$ cat src/rtl/exp3_unidade_controle.sv
// Moore control unit sequencing the exp3 16-entry memory check over the datapath.
// Optional ESPERA timeout is built when the TIMEOUT_EN macro is defined.
module exp3_unidade_controle #(
    parameter int unsigned TIMEOUT_CICLOS = 3000
) (
    input  logic       clock,
    input  logic       reset,
    input  logic       iniciar,
    input  logic       jogada,
    input  logic       fimC,
    input  logic       chavesIgualMemoria,
    output logic       zeraC,
    output logic       contaC,
    output logic       zeraR,
    output logic       registraR,
    output logic       pronto,
    output logic       acertou,
    output logic       errou,
    output logic       db_timeout,
    output logic [3:0] db_estado
);

    typedef enum logic [3:0] {
        Inicial    = 4'b0000,
        Prepara    = 4'b0001,
        Espera     = 4'b0010,
        Registra   = 4'b0100,
        Compara    = 4'b0101,
        Proximo    = 4'b0110,
        FimAcerto  = 4'b1010,
        FimTimeout = 4'b1101,
        FimErro    = 4'b1110
    } estado_t;

    estado_t estadoAtual;
    estado_t proximoEstado;
    logic    jogadaD;
    logic    jogadaPulso;
    logic    timeoutFim;

    assign jogadaPulso = jogada & ~jogadaD;

    always_ff @(posedge clock or negedge reset) begin
        if (!reset) begin
            jogadaD <= 1'b0;
        end else begin
            jogadaD <= jogada;
        end
    end

`ifdef TIMEOUT_EN
    localparam int unsigned TimeoutW = (TIMEOUT_CICLOS > 1) ? $clog2(TIMEOUT_CICLOS) : 1;
    localparam logic [TimeoutW-1:0] TimeoutUltimo = TimeoutW'(TIMEOUT_CICLOS - 1);

    logic [TimeoutW-1:0] contTimeout;

    // Held at zero outside ESPERA, so every entry starts counting from zero.
    always_ff @(posedge clock or negedge reset) begin
        if (!reset) begin
            contTimeout <= '0;
        end else if (estadoAtual != Espera) begin
            contTimeout <= '0;
        end else begin
            contTimeout <= contTimeout + 1'b1;
        end
    end

    assign timeoutFim = (contTimeout == TimeoutUltimo);
`else
    assign timeoutFim = 1'b0;
`endif

    always_comb begin
        proximoEstado = estadoAtual;
        case (estadoAtual)
            Inicial:    proximoEstado = iniciar ? Prepara : Inicial;
            Prepara:    proximoEstado = Espera;
            Espera: begin
                // A keypress on the terminal-count cycle still wins over the timeout.
                if (jogadaPulso) begin
                    proximoEstado = Registra;
                end else if (timeoutFim) begin
                    proximoEstado = FimTimeout;
                end else begin
                    proximoEstado = Espera;
                end
            end
            Registra:   proximoEstado = Compara;
            Compara: begin
                if (!chavesIgualMemoria) begin
                    proximoEstado = FimErro;
                end else if (fimC) begin
                    proximoEstado = FimAcerto;
                end else begin
                    proximoEstado = Proximo;
                end
            end
            Proximo:    proximoEstado = Espera;
            FimAcerto:  proximoEstado = iniciar ? Prepara : FimAcerto;
            FimErro:    proximoEstado = iniciar ? Prepara : FimErro;
            FimTimeout: proximoEstado = iniciar ? Prepara : FimTimeout;
            default:    proximoEstado = Inicial;
        endcase
    end

    // Outputs are registered from the next state so they line up with the state register.
    always_ff @(posedge clock or negedge reset) begin
        if (!reset) begin
            estadoAtual <= Inicial;
            zeraC       <= 1'b0;
            zeraR       <= 1'b0;
            registraR   <= 1'b0;
            contaC      <= 1'b0;
            pronto      <= 1'b0;
            acertou     <= 1'b0;
            errou       <= 1'b0;
        end else begin
            estadoAtual <= proximoEstado;
            zeraC       <= (proximoEstado == Prepara);
            zeraR       <= (proximoEstado == Prepara);
            registraR   <= (proximoEstado == Registra);
            contaC      <= (proximoEstado == Proximo);
            pronto      <= (proximoEstado == FimAcerto) || (proximoEstado == FimErro) ||
                           (proximoEstado == FimTimeout);
            acertou     <= (proximoEstado == FimAcerto);
            errou       <= (proximoEstado == FimErro) || (proximoEstado == FimTimeout);
        end
    end

`ifdef TIMEOUT_EN
    always_ff @(posedge clock or negedge reset) begin
        if (!reset) begin
            db_timeout <= 1'b0;
        end else begin
            db_timeout <= (proximoEstado == FimTimeout);
        end
    end
`else
    assign db_timeout = 1'b0;
`endif

    assign db_estado = estadoAtual;

endmodule

$ cat config.mk
export PLATFORM = sky130hd
export DESIGN_NAME = exp3_unidade_controle
export DESIGN_NICKNAME = d
export VERILOG_FILES = /design/src/rtl/exp3_unidade_controle.sv
export SDC_FILE = /design/constraint.sdc
export NUM_CORES = 1
export LEC_CHECK = 0
export ABC_CLOCK_PERIOD_IN_PS = 1400
export CORE_MARGIN = 3
export CORE_UTILIZATION = 42
export DETAILED_ROUTE_END_ITERATION = 8
export HOLD_SLACK_MARGIN = 0.03
export PLACE_DENSITY = 0.74
export SKIP_LAST_GASP = 1
export SLEW_MARGIN = 20
export SYNTH_ARGS = -nofsm -noshare
export SYNTH_HDL_FRONTEND = slang
export SYNTH_SLANG_ARGS = --single-unit
$ cat constraint.sdc
create_clock -name clock -period 1.4 [get_ports clock]
set_input_delay 0.28 -clock clock [delete_from_list [all_inputs] [get_ports clock]]
set_output_delay 0.28 -clock clock [all_outputs]
set_load 0.01 [all_outputs]
==> results of run 1 <==
## timing repair
item / CTS / global route
endpoints found under the setup margin: 13 / 10
pin swaps: 4 / 8
buffers inserted: 7 / 4
gates resized for setup: 17 / 17
## routing by layer
metal  share of wire  routed length, µm  up-vias
li1                -                  -      237
met1            0.40                612      223
met2            0.51                770       18
met3           0.047                 72       10
met4           0.042                 63        0
met5               0                  0        -
## Yosys cell counts, drive strengths merged
cell,n,area (µm²)
and2,2,12.51
nand4b,1,8.760
a22oi,1,21.27
nor3b,1,7.510
o21bai,1,7.510
o21ai,1,5.000
or3b,1,8.760
nand2,2,7.510
nor4b,1,15.01
nand2b,2,12.51
a211oi,1,12.51
o21a,1,7.510
buf,3,26.27
a21oi,3,18.77
dfrtp,11,275.3
nor3,1,5.000
nand3,1,5.000
o22ai,1,6.260
or2b,1,11.26
and3,1,6.260
nor2b,1,6.260
conb,1,3.750
a31oi,1,12.51
and3b,1,8.760
and2b,1,7.510
nor2,2,7.510
inv,2,7.500
nand3b,2,15.01
## registers in the layout, indices dropped and copies added, names as in the netlist
register	cells
db_estado	4
jogadaD	1
acertou	1
contaC	1
registraR	1
pronto	1
errou	1
zeraR	1
## kinds of logic after synthesis
kind of cell           synth area share
AND/OR/NAND/NOR                  0.2642
other                          0.006827
buffers and inverters           0.06148
flip-flops                       0.5011
AO/OA/AOI/OAI                    0.1663
## power groups by stage
stage,Combinational (W),Sequential [W],Clock (W)
floorplan,0.000375,0.000550,0
global placement,0.000727,0.000538,0
detailed placement,0.000739,0.000543,0
CTS,0.000894,0.000487,0.000223
global route,0.00117,0.000516,0.000239
finish,0.00109,0.000501,0.000217
## worst max-delay path by stage
| stage | start | endpoint | slack, ns | depth (start not counted) |
|---|---|---|---|---|
| 2_1_floorplan | db_estado[3] | contaC | 0.04 | 5 |
| 3_3_place_gp | jogada | contaC | -0.23 | 5 |
| 3_5_place_dp | jogada | contaC | -0.26 | 5 |
| 4_1_cts | db_estado[3] | db_estado[3] | -0.05 | 1 |
| 5_1_grt | db_estado[2] | contaC | -0.12 | 5 |
| 6_report | db_estado[3] | contaC | -0.06 | 6 |
## through the flow
step	TNS (ns)	power, W	instances
6_report	-0.1573	0.001810	96
5_1_grt	-0.5169	0.001922	96
3_5_place_dp	-1.315	0.001282	82
3_3_place_gp	-1.235	0.001264	82
2_1_floorplan	0	0.0009250	48
4_1_cts	-0.1283	0.001604	92
## layout make-up
type	instances	area, µm²
timing repair buffer	33	294.0
clock buffer	4	26.28
inverter	2	7.507
fill	67	241.5
sequential	11	280.3
tap	14	17.52
multi-input combinational	32	304.0
==> metrics.txt, run 1 <==
count of final setup violators=5; Vias=488; crit start category=register; Cell Area, Placed=753.2 µm²; Max Fclk=0.6856 GHz; met1 Track Usage GR=0.2097; Final Hold Fails=0; Wirelength per Cell=around 16 µm; Inserted Diodes=0; die height=around 42 µm; clock latency at the later pin of the worst-skew pair=0.28 ns; pwr dens=1947 mW/mm²; post-DP HPWL=845.6 µm; worst-path maximum fanout=6; antenna viol nets, final=0; Switching Power=around 0.00068 W; critical path type=reg -> reg; Buf+Inv Stages, Crit Path=2; Top delay family on crit path=simple AND/OR/NAND/NOR gates; final worst slack=-0.05862 ns; layout cells sized above 1=0.4756; DRC errors left=0; leading cell type in the layout, fill and taps excluded=buf_4; register bit total from synthesis=11; cell leakage power=0.4689 nW; fin. max-slew vios=0; synthesis warning total=0; failing checks=negative setup slack; Final Cycle Share=1.042; PortBufs=16; largest net degree at the start of global routing=12; WL final=1518 µm; Setup Slack @ Placement=-0.2578 ns; Worst Path Required=1.62 ns; Clock Tree Buf Depth=2; RR Startpoint=db_estado[3]; die area=0.001778 mm²; Ports=18; maxcap violations=0; post-synth net total=54; clock skew=around 0.0021 ns; Worst path slowest cell=dfrtp_2; Die X-Extent=42.17 µm; sequential power share=0.277; CP Capture Type=register; combinational share of power=0.603; flop2flop setup slack=-0.06 ns; core area=0.001171 mm²; status=finished with violations; vias per cell=5.083; P_int=around 0.0011 W; Hold Path Class=in -> async; Worst Reg-to-Reg Cells=6; GR Overflow Total=0; RSZ-0062 raised after global routing=yes; Syn-to-layout area delta=69.25%; hold slack final=0.3231 ns; first-pass GRT wire length=2208 µm; sequential fraction of the synthesis area=0.5011; Row Count=12; clock power share=0.120; Num CTS Buffers=3; CTS tree=built; most frequent cells in the layout=buf_4 (13), dlygate4sd2_1 (9), dfrtp_1 (7); number of global-route vias before repair=454; CP peak stage delay=0.41 ns; # hold bufs at CTS=0; final net count=89; Peak VDD IR=1.336 mV; Post-Synthesis Cell Area=549.3 µm²; worst-path cell chain=buf_6 -> buf_4 -> nand2_1 -> nand4b_1 -> a22oi_4 -> and3_4; gpl congestion=0.7197; Tmin final=1.459 ns; critical path arrival=1.68 ns; Netlist cell types=31; Avg Cell Area, Syn=roughly 11 µm²; met3 Resource Use GR=0.07296; Post-Synthesis Cells=48; initial antenna violation count=0; post-route cell area=around 930 µm²; initial drt markers=7; H-tree lvl count=1; CTS root buf=clkbuf_4; final core occ=0.7938; met2 Use GR=0.2492; Pre-antenna DRT Iters=5; CTS Sinks=11; GRT Overall Usage=0.1760; gr busiest metal=met2; Clk pin slew, worst setup/hold paths=about 0.06 ns; initial core utilization=0.4690; switching share of power=0.3772; FF-to-FF End=contaC
No activity file was read; power rests on OpenSTA's default activity.
==> run 2: changes to the inputs <==
- CORE_AREA: unset -> 3 3 40 42
- CORE_MARGIN: 3 -> unset
- CORE_UTILIZATION: 42 -> unset
- CTS_BUF_LIST: unset -> sky130_fd_sc_hd__clkbuf_4
- DIE_AREA: unset -> 0 0 43 45
- PLACE_DENSITY: 0.74 -> 0.73
- SLEW_MARGIN: 20 -> unset
==> run 2 against run 1 <==
- the run still ends with negative setup slack left
- worst hold slack better by 0.0058 ns
- register-to-register slack better by 0.02 ns
- via count down 7.4%
- die area up 8.8%
- maximum frequency down 0.86%
- clock skew up 0.0035 ns
- cell area down 8.3%
- first-iteration DRC count down 57%
- sequential cell count unchanged
- critical endpoint unchanged
- largest cell class unchanged
- largest power group unchanged
==> metrics.txt, run 2 (synthesis gave the netlist of run 1 again) <==
clock latency at the later pin of the worst-skew pair=0.27 ns (was 0.28 ns); critical path arrival=1.63 ns (was 1.68 ns); Pre-antenna DRT Iters=4 (was 5); # hold bufs at CTS=0 (unchanged); clock skew=0.005589 ns (was 0.002056 ns); antenna viol nets, final=0 (unchanged); Largest register FFs=4 (unchanged); number of global-route vias before repair=453 (was 454); leading cell type in the layout, fill and taps excluded=buf_4 (unchanged); count of final setup violators=1 (was 5); switching share of power=0.3867 (was 0.3772); die height=45 µm (was 42.17 µm); GRT Overall Usage=0.1344 (was 0.1760); Final Non-Filler Cells=90 (was 96); Tmin final=1.471 ns (was 1.459 ns); Final Total Pwr=0.001627 W (was 0.001810 W); Ports=18 (unchanged); Cell Area, Placed=762.0 µm² (was 753.2 µm²); final net count=82 (was 89); Vias=452 (was 488); RSZ-0062 raised after global routing=yes (unchanged); Clock Tree Buf Depth=2 (unchanged); status=finished with violations (unchanged); Num CTS Buffers=3 (unchanged); vias per cell=5.022 (was 5.083); initial core utilization=0.4275 (was 0.4690); post-DP HPWL=876.5 µm (was 845.6 µm); sequential power share=0.326 (was 0.277); Hold Path Class=in -> async (unchanged); combinational share of power=0.542 (was 0.603); Final Cycle Share=1.051 (was 1.042); largest net degree at the start of global routing=12 (unchanged); gpl congestion=0.7206 (was 0.7197); Clk pin slew, worst setup/hold paths=0.07 ns (was 0.06 ns); maxcap violations=0 (unchanged); DP Cell Count=84 (was 82); P_int=0.0009978 W (was 0.001127 W); failing checks=negative setup slack (unchanged); GR Overflow Total=0 (unchanged); hold slack final=0.3289 ns (was 0.3231 ns); final core occ=0.6631 (was 0.7938); layout cells sized above 1=0.4000 (was 0.4756); PortBufs=16 (unchanged); Inserted Diodes=0 (unchanged); cell leakage power=0.4579 nW (was 0.4689 nW); post-route cell area=852.1 µm² (was 929.6 µm²); Row Count=13 (was 12); CTS tree=built (unchanged); Filler cells=107 (was 67); most frequent cells in the layout=buf_4 (10), dlygate4sd2_1 (8), dfrtp_1 (7) (was buf_4 (13), dlygate4sd2_1 (9), dfrtp_1 (7)); Switching Power=0.0006292 W (was 0.0006827 W); clock power share=0.132 (was 0.120); Syn-to-layout area delta=55.13% (was 69.25%); critical path type=in -> reg (was reg -> reg); Final Hold Fails=0 (unchanged); first-pass GRT wire length=1932 µm (was 2208 µm); crit start category=input pin (was register); WL final=1278 µm (was 1518 µm); initial drt markers=3 (was 7); final worst slack=-0.07124 ns (was -0.05862 ns); worst-path maximum fanout=3 (was 6); Peak VDD IR=0.9674 mV (was 1.336 mV); core area=0.001285 mm² (was 0.001171 mm²); die area=0.001935 mm² (was 0.001778 mm²); pwr dens=1909 mW/mm² (was 1947 mW/mm²); fin. max-slew vios=0 (unchanged); Wirelength per Cell=14.20 µm (was 15.81 µm); Max Fclk=0.6797 GHz (was 0.6856 GHz); initial antenna violation count=0 (unchanged); H-tree lvl count=1 (unchanged); Worst Path Required=1.56 ns (was 1.62 ns); CP Capture Type=register (unchanged); CTS Sinks=11 (unchanged); CTS root buf=clkbuf_4 (unchanged); DRC errors left=0 (unchanged); Die X-Extent=43 µm (was 42.17 µm)
[run 2: through the flow]
step / setup TNS (ns) / worst slack [ns]
floorplan: 0 / 0.03571
detailed placement: -1.531 / -0.2896
finish: -0.07124 / -0.07124
global placement: -1.377 / -0.2392
global route: -0.08168 / -0.07715
CTS: -0.2404 / -0.06786
[run 2: timing repair]
action                     in CTS  in global routing
setup endpoints to repair      10                  9
pin swaps                       0                  3
setup buffers                   4                  0
resized for setup              12                 12
[run 2: cell type report]
class	count	area, µm²	share of cell area
multi-input cells	32	285.3	0.3348
flip-flops and latches	11	280.3	0.3289
repair buffers	26	232.7	0.2731
clock buffers	3	22.52	0.02643
well taps	15	18.77	0.02203
inverters	2	7.507	0.008811
clock inverters	1	5.005	0.005874
[run 2: routing by layer]
metal,up-vias,GRT usage,wire length (µm)
met5,-,0,0
li1,220,-,-
met2,11,0.2365,683
met3,4,0.05179,53
met4,0,0.04819,24
met1,217,0.1486,516
[run 2: worst paths after layout]
path | to | startpoint | depth (start not counted) | slack, ns
max in group asynchronous | db_estado[1] | reset | 1 | 0.72
max reg2reg | contaC | db_estado[2] | 4 | -0.04
max | contaC | jogada | 5 | -0.07
min reg2reg | registraR | jogadaD | 2 | 0.67
min in group clock | jogadaD | jogada | 1 | 0.52
min | pronto | reset | 1 | 0.33
[run 2: critical path: stages]
cell,delay (ns)
clkdlybuf4s50_1,0.50
or3b_1,0.41
a21oi_2,0.18
o22ai_2,0.10
and3_1,0.15
[run 2: power by group through the flow]
stage | combinational [W] | clock [W] | sequential (W)
floorplan | 0.000375 | 0 | 0.000550
global placement | 0.000756 | 0 | 0.000531
detailed placement | 0.000770 | 0 | 0.000533
CTS | 0.000857 | 0.000216 | 0.000472
global route | 0.000934 | 0.000237 | 0.000544
finish | 0.000882 | 0.000214 | 0.000531
==> run 3: changes to the inputs <==
- CTS_BUF_LIST: sky130_fd_sc_hd__clkbuf_4 -> sky130_fd_sc_hd__clkbuf_4 sky130_fd_sc_hd__clkbuf_8
==> results of run 3 <==
No change in the layout: final DEF, timing and power equal those of run 2.
